==> config.mk <==
export PLATFORM = sky130hd
export DESIGN_NAME = lfsr_prng_gen
export DESIGN_NICKNAME = d
export VERILOG_FILES = /design/src/rtl/lfsr_prng_gen.sv
export SDC_FILE = /design/constraint.sdc
export NUM_CORES = 1
export LEC_CHECK = 0
export ABC_AREA = 1
export CORE_ASPECT_RATIO = 0.75
export CORE_MARGIN = 2
export CORE_UTILIZATION = 36
export DETAILED_ROUTE_END_ITERATION = 6
export GPL_ROUTABILITY_DRIVEN = 1
export SLEW_MARGIN = 20
export SYNTH_ARGS = -nofsm -noshare
export SYNTH_HDL_FRONTEND = slang
export SYNTH_SLANG_ARGS = --single-unit
export TNS_END_PERCENT = 30
==> constraint.sdc <==
create_clock -name clk -period 1.38 [get_ports clk]
set_input_delay 0.276 -clock clk [delete_from_list [all_inputs] [get_ports clk]]
set_output_delay 0.276 -clock clk [all_outputs]
set_load 0.005 [all_outputs]
==> src/rtl/lfsr_prng_gen.sv <==
// Galois-LFSR pseudo-random word generator with a reloadable seed, a zero-seed guard,
// a valid/ready output that holds on stall, and a counter of accepted words.
module lfsr_prng_gen #(
  parameter int                 WIDTH        = 32,
  parameter logic [WIDTH-1:0]   TAPS         = 32'h8020_0003,
  parameter logic [WIDTH-1:0]   DEFAULT_SEED = 32'h0000_0001,
  parameter int unsigned        STEPS        = 1
) (
  input  logic             clk,
  input  logic             rst,
  input  logic             seed_load,
  input  logic [WIDTH-1:0] seed,
  input  logic             enable,
  input  logic             rand_ready,
  output logic             rand_valid,
  output logic [WIDTH-1:0] rand_data,
  output logic             seed_zero_err,
  output logic [31:0]      word_cnt
);

  logic [WIDTH-1:0] state_q, state_d;
  logic [WIDTH-1:0] rand_data_q, rand_data_d;
  logic             rand_valid_q, rand_valid_d;
  logic             seed_zero_err_q, seed_zero_err_d;
  logic [31:0]      word_cnt_q, word_cnt_d;
  logic [WIDTH-1:0] next_state;
  logic             load;
  logic             accept;

  function automatic logic [WIDTH-1:0] adv(input logic [WIDTH-1:0] s);
    logic [WIDTH-1:0] t;
    t = s;
    for (int unsigned i = 0; i < STEPS; i++) begin
      t = t[0] ? ((t >> 1) ^ TAPS) : (t >> 1);
    end
    return t;
  endfunction

  always_comb begin
    next_state      = adv(state_q);
    load            = enable && (!rand_valid_q || rand_ready) && !seed_load;
    accept          = rand_valid_q && rand_ready;
    state_d         = state_q;
    rand_data_d     = rand_data_q;
    rand_valid_d    = rand_valid_q;
    seed_zero_err_d = 1'b0;
    word_cnt_d      = word_cnt_q;

    if (seed_load) begin
      // A word handed over in the same cycle as a reload is dropped, not counted.
      state_d         = (seed == '0) ? DEFAULT_SEED : seed;
      seed_zero_err_d = (seed == '0);
      rand_valid_d    = 1'b0;
      word_cnt_d      = '0;
    end else begin
      if (load) begin
        state_d      = next_state;
        rand_data_d  = next_state;
        rand_valid_d = 1'b1;
      end else if (accept) begin
        rand_valid_d = 1'b0;
      end
      if (accept) begin
        word_cnt_d = word_cnt_q + 32'd1;
      end
    end
  end

  always_ff @(posedge clk) begin
    if (rst) begin
      state_q         <= DEFAULT_SEED;
      rand_data_q     <= '0;
      rand_valid_q    <= 1'b0;
      seed_zero_err_q <= 1'b0;
      word_cnt_q      <= '0;
    end else begin
      state_q         <= state_d;
      rand_data_q     <= rand_data_d;
      rand_valid_q    <= rand_valid_d;
      seed_zero_err_q <= seed_zero_err_d;
      word_cnt_q      <= word_cnt_d;
    end
  end

  assign rand_valid    = rand_valid_q;
  assign rand_data     = rand_data_q;
  assign seed_zero_err = seed_zero_err_q;
  assign word_cnt      = word_cnt_q;

endmodule

==> results of run 1 <==
[synth_stat cells]
cell type | n | area [µm²]
nand2_1 | 198 | 743
dfxtp_1 | 98 | 1960
nor2_1 | 71 | 267
a21oi_1 | 53 | 265
inv_1 | 41 | 154
a31oi_1 | 31 | 194
nand3_1 | 23 | 115
nand4_1 | 15 | 93.8
buf_2 | 9 | 45.0
clkbuf_1 | 9 | 33.8
nor2_4 | 6 | 67.6
o21ai_0 | 6 | 30.0
buf_6 | 3 | 33.8
nand2_2 | 3 | 18.8
nor2_2 | 3 | 18.8
o21a_1 | 3 | 22.5
xor2_1 | 3 | 26.3
and3_1 | 2 | 12.5
buf_1 | 2 | 7.51
nand3_2 | 2 | 20.0
xnor2_1 | 2 | 17.5
a21oi_2 | 1 | 8.76
ha_1 | 1 | 12.5
inv_2 | 1 | 3.75
nand3_4 | 1 | 17.5
nor2_8 | 1 | 20.0
nor3_1 | 1 | 5.00
o21ai_1 | 1 | 5.00
[flip-flops by register name, indices dropped and copies added, names as in the netlist]
| register | cells |
|---|---|
| rand_data | 32 |
| word_cnt | 32 |
| seed_zero_err | 1 |
| state_q | 32 |
| rand_valid | 1 |
[worst max-delay path, delay by kind of cell, from the launching register on]
family                 cells  cell delay (ps)
buffers and inverters      2              270
flip-flops                 1              340
AND/OR/NAND/NOR            7              700
[through the flow]
step / setup WS (ps) / util [%] / power (mW) / setup TNS, ps / area (µm²)
detailed placement: -455 / 49.4 / 3.56 / -31610 / 5690
floorplan: 25.9 / - / 3.26 / 0 / 4220
global placement: -449 / 49.4 / 3.55 / -30620 / 5690
CTS: -55.3 / 53.3 / 5.98 / -71.4 / 6150
finish: -13.0 / 55.5 / 5.96 / -16.8 / 6400
global route: -103 / 55.5 / 6.21 / -1000 / 6400
[kinds of logic after synthesis]
logic type,after synthesis,share of synthesized area [%]
adders and majority gates,1,0.296
and+or+nand+nor,326,33.1
AOI/OAI and AO/OA,95,12.5
DFF,98,46.5
xor gates and xnor gates,5,1.04
buffers and inverters,65,6.58
[cell type report]
class                   count  area (µm²)  area share (%)
flip-flops and latches     98        2050            32.0
well taps                 162         203            3.17
multi-input cells         427        2110            33.0
inverters                  42         160            2.50
clock inverters             6        55.1           0.860
clock buffers              10         239            3.73
repair buffers            175        1580            24.7
[layer usage]
metal | share of wire (%) | vias up
met5 | 0 | -
met4 | 0.78 | 0
met3 | 5.9 | 8
met2 | 44 | 118
met1 | 49 | 2035
li1 | - | 2251
[how the worst max path moves through the flow]
stage                      from      endpoint  cells past startpoint  slack, ps
floorplan           word_cnt[1]  word_cnt[26]                      8         30
global placement     rand_ready  word_cnt[11]                      8       -450
detailed placement   rand_ready  word_cnt[11]                      8       -450
CTS                 word_cnt[1]  word_cnt[30]                      9        -60
global route        word_cnt[8]  word_cnt[27]                      9       -100
finish              word_cnt[5]  word_cnt[29]                      9        -10
[power by group through the flow]
stage	Clock [mW]	Combinational (mW)	Sequential, mW
finish	2.48	0.550	2.93
global route	2.66	0.605	2.95
CTS	2.53	0.516	2.93
detailed placement	0	0.530	3.03
global placement	0	0.524	3.03
floorplan	0	0.246	3.02
[what timing repair did]
action	in CTS	in global routing
resized for setup	127	37
gates cloned	0	3
setup endpoints to repair	97	79
pin swaps	0	12
setup buffers	19	9
==> results by stage, run 1 <==
Run status:
- The flow ran to the end, but the final reports show violations.
- The checks that failed: negative setup slack.

Placed design:
- The HPWL after detailed placement is slightly below 9000 µm.
- The global placement routability congestion is between 0.8 and 0.9.
- The number of placed instances, taps included, is 874.
- The count of buffers from port buffering is 102.

Layout:
- In the layout the commonest cells are 194 x nand2_1, 66 x dlygate4sd2_1, 64 x buf_4.
- In the final layout, the share of cells above drive strength 1 is a little under a quarter.
- The layout has 1093 filler cells.
- From synthesis to final layout, the design area changed by 51.7%.
- Once layout is complete, the cells apart from fillers number 920.
- The number of antenna diodes in the final layout is 0.
- Leaving out fill and tap cells, the most frequent cell in the layout is nand2_1.
- The final net count is 791.

Worst hold path:
- For hold timing, the worst endpoint is word_cnt[12].
- The path category of the worst min-delay check is in -> reg.
- The worst hold path begins at rst.
- Counting instances, the worst hold path has a depth of 5.

Critical path:
- The worst stage delay on the critical path is 340 ps.
- The endpoint identified for the worst register-to-register timing path is word_cnt[29].
- The worst setup path is captured at a flop.
- The critical path required time is 1630 ps.
- In this run the critical register-to-register path is launched from word_cnt[5].
- The classification of the worst setup path is reg -> reg.
- The startpoint type of the worst setup path is a flop.
- Walking the worst path, the cells encountered are buf_4 -> nand2_1 -> buf_4 -> nor2_2 -> nand2_2 -> nor2_4 -> nand4_1 -> nand2_1 -> nor2_1.
- For the worst setup path, the data arrival time is 1650 ps.
- The logic depth of the worst register-to-register path is 9.
- The setup check on the worst reg-to-reg path leaves a slack of -10 ps.
- Of all nets on the critical path, the largest fanout is 6.
- The critical path's slowest cell is dfxtp_2.

Clock tree:
- The clock sink count is 98.
- TritonCTS built the clock tree.
- In this run the number of H-tree levels came out at 3.
- The cell at the root of the clock tree is clkbuf_16.
- The hold buffer count at cts is 0.
- The clock passes through at most 2 buffers.
- Clock-pin slew was measured on the worst setup and hold paths at 80 ps.
- The number of CTS-inserted buffers is 9.
- The clock insertion delay at the later pin of the skew report is 350 ps.

Route:
- The initial DRC count is 348.
- The mean routed wirelength per cell is 13.6 µm.
- The number of nets with antenna violations after routing is 0.
- Before antenna repair, the detailed router went through 5 iterations.
- The post-detailed-route via-to-cell ratio is 4.80.
- After detailed routing, the number of remaining DRC violations is 0.
- The routed design has 12500 µm of wire.
- The number of vias after detailed routing is 4412.

STA:
- The headroom to the max-slew limit is 73.2%.
- The clock arrives with 14.3 ps of skew.
- The final worst hold slack is 404 ps.
- The fmax is 0.718 GHz.
- The time the worst path needs with I/O delays and setup is 1390 ps.
- The final worst setup slack is -13.0 ps.
- The number of setup violations in the final report is 2.
- The slew at the pin with the worst max-slew slack is 402 ps.
- The final hold violation count is 0.
- The number of max-slew violations in the final report is 0.
- Setup repair after global routing could not meet its margin everywhere.
- The final cycle utilization of the critical path is 101%.

Pwr:
- The switching power total is approximately 1.5 mW.
- The analysis attributes to cell leakage a power of roughly 2.8 nW.
- The share of total power dissipated in sequential elements is 49.2%.
- The share of total power dissipated in combinational logic is 9.2%.
- The switching power as a share of total power is 24.9%.
- The peak supply drop is 0.000588 V.
- The power share of the clock group is approximately two fifths.
- For this design the ratio of total power to cell area is slightly above 900 nW/µm².
- The internal cell power is approximately 4.5 mW.

GRT:
- The wire length of the first global-routing pass is 19800 µm.
- For this run, the total global-route usage over all layers was measured as 19.5%.
- The via count of the first global-routing pass is 3994.
- The initial antenna violation count was 0.
- The most heavily used metal layer in global routing is met1.
- In the global route stage, met2 resource usage came out at 28.3%.
- Summed over all layers, the global routing overflow is 0.
- The met3 track demand over resource in global routing is between 3 and 4%.
- For met1 alone, demand over resource in global routing was 29.6%.
- Entering global routing, the biggest net connects 24 pins.

Yosys:
- The synthesized design contains 98 register bits.
- Sequential elements use around 46% of the synthesized area.
- The synthesized area per cell is 7.15 µm².
- In this run the cell area of the synthesized design comes to 4220 µm².
- The number of different library cells used by synthesis comes to 28.
- The number of cells produced by synthesis is 590.
- When the netlist entered floorplanning its net count stood at between 600 and 700.
- For this run, the number of Yosys warnings is 0.

Floorplanning:
- From left edge to right edge, the die measures 129 µm.
- After floorplanning, the core was divided into 34 placement rows.
- The number of top-level design ports is 103.
- The overall die area is 12600 µm².
- The floorplan step defined a core boundary enclosing 11500 µm².
- From bottom edge to top edge, the die measures 97.8 µm.
- For this configuration, the core starts out at a cell density of roughly 37%.

Job:
- The total of max-cap violations is 0.
Note: power is estimated with default switching activity, not from simulation.
==> run 2, diff against run 1 <==
--- a/config.mk
+++ b/config.mk
@@ -6,6 +6,7 @@
 export NUM_CORES = 1
 export LEC_CHECK = 0
 export ABC_AREA = 1
+export ABC_CLOCK_PERIOD_IN_PS = 1600
 export CORE_ASPECT_RATIO = 0.75
 export CORE_MARGIN = 2
 export CORE_UTILIZATION = 36
==> constraint.sdc (replaced) <==
create_clock -name clk -period 1.6 [get_ports clk]
set_input_delay 0.32 -clock clk [delete_from_list [all_inputs] [get_ports clk]]
set_output_delay 0.32 -clock clk [all_outputs]
set_load 0.005 [all_outputs]
==> results by stage, run 2 (synthesis results as in run 1) <==
Run status:
- The run finished with clean final reports.

Worst hold path:
- The worst min-delay path startpoint is rst.
- The worst hold path endpoint is rand_data[23].
- The worst hold path belongs to the class in -> reg.
- Along the worst hold path, the cell count comes to 3.

Critical path:
- The worst register-to-register path ends at word_cnt[26].
- The worst stage delay on the critical path is 510 ps.
- The endpoint arrival time on the critical path is ~1300 ps.
- The critical path's slowest cell is clkdlybuf4s50_1.
- The setup check on the worst reg-to-reg path leaves a slack of ~160 ps.
- The signal on the critical path passes through clkdlybuf4s50_1.
- The startpoint type of the worst setup path is a flop.
- Of all nets on the critical path, the largest fanout is 6.
- The logic depth of the worst register-to-register path is 8.
- The launch point of the worst reg-to-reg path is word_cnt[0].
- STA classifies the critical path endpoint as a primary output.
- Counting both buffers and inverters, the worst setup path holds a total of 1.
- The classification of the worst setup path is reg -> out.
- In this design, the largest share of critical-path delay is due to buffers and inverters.
- The critical path required time is between 1000 and 1500 ps.

Placed design:
- Routability-driven placement finished with a final weighted congestion of between 0.8 and 0.9.
- In this run, placement finished with an instance count of approximately 850.
- The count of buffers from port buffering is about 100.
- The HPWL after detailed placement is ~8600 µm.

STA:
- The slew at the pin with the worst max-slew slack is 418 ps.
- The final cycle utilization of the critical path is 98.1%.
- The number of max-slew violations in the final report is 0.
- The tightest hold path in the finished design has a slack of roughly 430 ps.
- The number of setup violations in the final report is 0.
- The headroom to the max-slew limit is 72.0%.
- Setup repair after global routing left no endpoint under its margin.
- Timing would allow up to 0.637 GHz.
- Counting I/O delays and the setup requirement, the final critical path takes 1570 ps.
- The final hold violation count was 0.
- The worst clock skew is between 8 and 9 ps.

Route:
- The initial DRC count is 253.
- In this run the remaining antenna-violating nets after routing total 0.
- In the final routed layout, each cell accounts on average for 13.0 µm.
- The number of detailed-routing iterations run before antenna repair is 4.
- For this run, design rule violations remaining after detail routing come to 0.
- The routed wire length is 11300 µm.
- For this block, the via count after detailed routing is 4166.
- The post-detailed-route via-to-cell ratio is 4.79.

Floorplanning:
- The number of cell rows is 34.
- The height of the die is 97.8 µm.
- The total area inside the core boundary comes to 11500 µm².
- The die boundary width is 129 µm.
- The starting utilization of the core area is a little over a third.
- The number of top-level design ports is ~100.
- The overall die area is 12600 µm².

Layout:
- The library cells used most frequently in the layout, excluding fill and tap cells, are 198 x nand2_1, 100 x clkdlybuf4s50_1, 69 x dfxtp_1.
- The number of standard cells in the final layout excluding fillers is 870.
- The number of fillers in the final layout is 1124.
- The library cell used most frequently in the layout, excluding fill and tap cells, is nand2_1.
- For this run, the post-layout net count is ~740.
- In the final layout, the share of cells above drive strength 1 is between 10% and 20%.
- The antenna diode count is 0.
- The area growth from synthesis to layout is 39.4%.

GRT:
- The initial antenna violation count was 0.
- The pin count of the biggest net entering global routing is 26.
- The first global-routing pass estimated 18100 µm of wire.
- The sum of overflow across all layers after global routing is 0.
- For this run, the total global-route usage over all layers was measured as 18.0%.
- The via count of the first global-routing pass is around 3.7k.

Clock tree:
- The clock passes through at most 2 buffers.
- The H-tree depth is 3.
- The CTS clock-pin slew for the worst setup and hold paths is 70 ps.
- The clock insertion delay at the later pin of the skew report is around 350 ps.
- The clock sink count is 98.
- The cell at the root of the clock tree is clkbuf_16.
- The hold buffer count at cts is 0.
- The number of CTS-inserted buffers is 9.
- TritonCTS built the clock tree.

Job:
- The total of max-cap violations is 0.

Pwr:
- In this run the static leakage power is about 2.1 nW.
- The areal power density over the cells is 863 nW/µm².
- VDD sags by at most 0.000638 V.
==> run 2: area by class of cell <==
cell class	count	area, µm²	share of cell area, %
Clock inverter	7	61.3	1.04
Timing Repair Buffer	125	1240	21.0
Tap cell	162	203	3.45
Multi-Input combinational cell	427	1990	33.8
Inverter	42	158	2.68
Clock buffer	9	225	3.83
Sequential cell	98	2010	34.2
==> run 2: report_power, final <==
group,total [mW],switching (mW),internal [mW]
Sequential,2.55,0.0428,2.50
Clock,2.09,1.01,1.08
Combinational,0.442,0.215,0.227
Total,5.08,1.26,3.81
==> run 2: how the worst max path moves through the flow <==
stage / startpoint / slack (ps) / to / cells after the start
finish: word_cnt[26] / 30 / word_cnt[26] / 1
global route: rand_valid / 1 / rand_valid / 1
CTS: word_cnt[5] / 0.6 / word_cnt[5] / 1
detailed placement: rand_ready / -270 / word_cnt[26] / 8
global placement: rand_ready / -240 / word_cnt[11] / 8
floorplan: word_cnt[1] / 250 / word_cnt[26] / 8
==> run 2: repair_timing <==
item | 4_1_cts | 5_1_grt
resized for setup | 22 | 17
buffers inserted | 0 | 0
setup endpoints to repair | 20 | 18
==> run 2: metrics by stage <==
step	setup WS (ps)	util [%]	area (µm²)	power (mW)	setup TNS, ps
3_3_place_gp	-244	48.1	5540	3.05	-13500
4_1_cts	0.633	50.8	5860	5.15	0
6_report	30.1	51.0	5880	5.08	0
3_5_place_dp	-274	48.1	5540	3.05	-15790
2_1_floorplan	246	-	4220	2.81	0
5_1_grt	1.12	51.0	5880	5.29	0
==> run 2: per-layer routing <==
layer | vias up | global-route usage [%] | wire length, µm
met1 | 1926 | 27.3 | 5880
met2 | 84 | 25.6 | 4820
met3 | 11 | 3.23 | 521
li1 | 2145 | - | -
met4 | 0 | 5.69 | 130
met5 | - | 0 | 0
==> run 3, diff against run 2 <==
--- a/config.mk
+++ b/config.mk
@@ -12,6 +12,7 @@
 export CORE_UTILIZATION = 36
 export DETAILED_ROUTE_END_ITERATION = 6
 export GPL_ROUTABILITY_DRIVEN = 1
+export MAX_ROUTING_LAYER = met4
 export SLEW_MARGIN = 20
 export SYNTH_ARGS = -nofsm -noshare
 export SYNTH_HDL_FRONTEND = slang
==> results by stage, run 3 (synthesis results as in run 1) <==
STA:
- Setup violations remaining at the end of the flow were counted as 0.
- The fmax is 0.638 GHz.
- The worst clock skew is between 8 and 9 ps.
- The time the worst path needs with I/O delays and setup is roughly 1600 ps.
- The number of max-slew violations in the final report was 0.
- Adding up every negative setup slack in the final design gives 0 ps.
- The final hold violation count is 0.
- Setup repair after global routing left no endpoint under its margin.
- The slew at the pin with the worst max-slew slack is 411 ps.
- Of the available clock period, the critical path in the final layout requires between 90% and 100%.
- The headroom to the max-slew limit is 72.5%.

Floorplanning:
- Once the floorplan was initialized, standard cells occupied 36.6% of the core.
- The number of cell rows is 34.
- The number of top-level design ports is 103.
- The die is 129 µm wide.
- The overall die area is approximately 13000 µm².
- The core region is 11500 µm².
- In this run the vertical extent of the chip is 97.8 µm.

GRT:
- The total track usage is around 19%.
- The met3 track demand over resource in global routing is 3.23%.
- Entering global routing, the biggest net connects 26 pins.
- The met1 capacity usage during global routing is about 27%.
- Summed over all layers, the global routing overflow is 0.
- After global routing, the most crowded layer is met1.
- The via count of the first global-routing pass was 3664.
- The initial antenna violation count was 0.
- The first global-routing pass estimated 18100 µm of wire.
- The met2 capacity usage during global routing is 25.6%.

Layout:
- In the final layout, the share of cells above drive strength 1 is between 10% and 20%.
- The antenna diode count is 0.
- Cells fill 51.0% of the core in the end.
- The multi-input logic area is slightly below 2000 µm².
- The most common library cell in the layout ignoring fill and taps is nand2_1.
- The net count of the finished layout is 741.
- The top cell types in the final layout, fill and taps aside, are 198 x nand2_1, 100 x clkdlybuf4s50_1, 69 x dfxtp_1.
- The area occupied by registers is 2010 µm².
- Counting the fill cells in the layout gives 1124.
- The area growth from synthesis to layout is 39.4%.

Critical path:
- On the critical path, the stage with the largest delay is an instance of clkdlybuf4s50_1.
- Of all nets on the critical path, the largest fanout is 2.
- The reg-to-reg critical path endpoint is word_cnt[26].
- The number of buffer and inverter stages on the critical path is 1.
- The worst stage delay on the critical path is 530 ps.
- The classification of the worst setup path is reg -> out.
- Walking the worst path, the cells encountered are clkdlybuf4s50_1.
- The worst setup path startpoint is rand_data[7].
- Setup slack on the worst reg-to-reg path comes out at 160 ps.
- The endpoint arrival time on the critical path is 1250 ps.
- The critical path required time is 1280 ps.
- The category of the worst setup path capture point is a primary output.
- The launch point of the worst reg-to-reg path is word_cnt[0].
- The startpoint type of the worst setup path is a flop.
- The logic depth of the worst register-to-register path is 8.
- The kind of cell adding the most delay to the critical path is buffers and inverters.

Worst hold path:
- The worst hold path terminates at rand_data[23].
- The worst hold path passes through 3 cells.
- The worst min-delay path startpoint is rst.
- The tightest min-delay check is of the in -> reg type.

Route:
- The routed wire length is 11300 µm.
- The detailed router placed around 4.2k vias in this run.
- The count of nets left with antenna violations once routing finished came out at 0.
- For this run, design rule violations remaining after detail routing come to 0.
- In the routed layout, each cell is associated on average with a via count of between 4 and 5.
- The number of detailed-routing iterations run before antenna repair is 5.
- The initial DRC count is 262.
- After detailed routing, the average wire length per cell comes to 13.0 µm.

Placed design:
- Detailed placement finished with a half-perimeter wire length of around 8600 µm.
- The global placement routability congestion is 0.830.
- Port buffering added 102 buffers.

Clock tree:
- The number of CTS-inserted buffers is 9.
- The post-cts repair resize count is 22.
- The clock reaches the later pin of the worst-skew pair after about 340 ps.
- CTS placed an instance of clkbuf_16 at the clock tree root.
- The number of buffers added for setup after CTS is 0.
- The clock sink count is 98.
- The clock tree buffer depth is 2.
- The CTS tree is yes.
- After clock tree synthesis, the clock-pin slew on the worst setup and hold paths is 70 ps.
- In this run, post-CTS hold repair placed 0 buffers.
- The H-tree was split into 3 levels.

Run status:
- The flow ran to the end, and the final reports show no timing, DRC or antenna violations.

Pwr:
- Across the VDD grid, the largest voltage drop is 0.000627 V.
- For this design the static power due to leakage is ~2.1 nW.
- The areal power density over the cells is around 860 nW/µm².

Job:
- The tool flagged a number of max-cap violations equal to 0.
## run 3: cell counts in the layout (fill, tap and decap cells not counted)
Identical to the previous run, type by type.
## run 3: report_power, final
part | switching [mW] | leakage [nW] | internal [mW]
clock | 0.998 | 0.135 | 1.08
sequential | 0.0430 | 0.814 | 2.50
combinational | 0.214 | 1.18 | 0.227
## run 3: layout make-up
type | count | area share (%)
tap | 162 | 3.45
inverter | 42 | 2.68
clock inverter | 7 | 1.04
clock buffer | 9 | 3.83
sequential | 98 | 34.2
multi-input combinational | 427 | 33.8
timing repair buffer | 125 | 21.0
## run 3: metrics by stage
step                      worst slack, ps  area [µm²]  hold slack [ps]  instances  total power, mW
final                                32.8        5880              435        870             5.07
after global placement               -244        5540              451        854             3.05
after detailed placement             -274        5540              454        854             3.05
after CTS                           0.633        5860              419        870             5.15
after global routing                 1.11        5880              459        870             5.29
after floorplan                       246        4220              454        590             2.81
## run 3: how the worst max path moves through the flow
stage,to,slack (ps),depth (start not counted)
after floorplan,word_cnt[26],250,8
after global placement,word_cnt[11],-240,8
after detailed placement,word_cnt[26],-270,8
after CTS,word_cnt[5],0.6,1
after global routing,rand_valid,1,1
final,rand_data[7],30,1
## run 3: metal layers
metal	wire, µm	vias to the layer above
met5	0	-
met4	77	0
met3	548	6
met2	4880	94
met1	5780	1942
li1	-	2143
## run 3: worst min-delay path: stages
cell,delay [ps]
buf_2,120
buf_4,230
a21oi_1,60
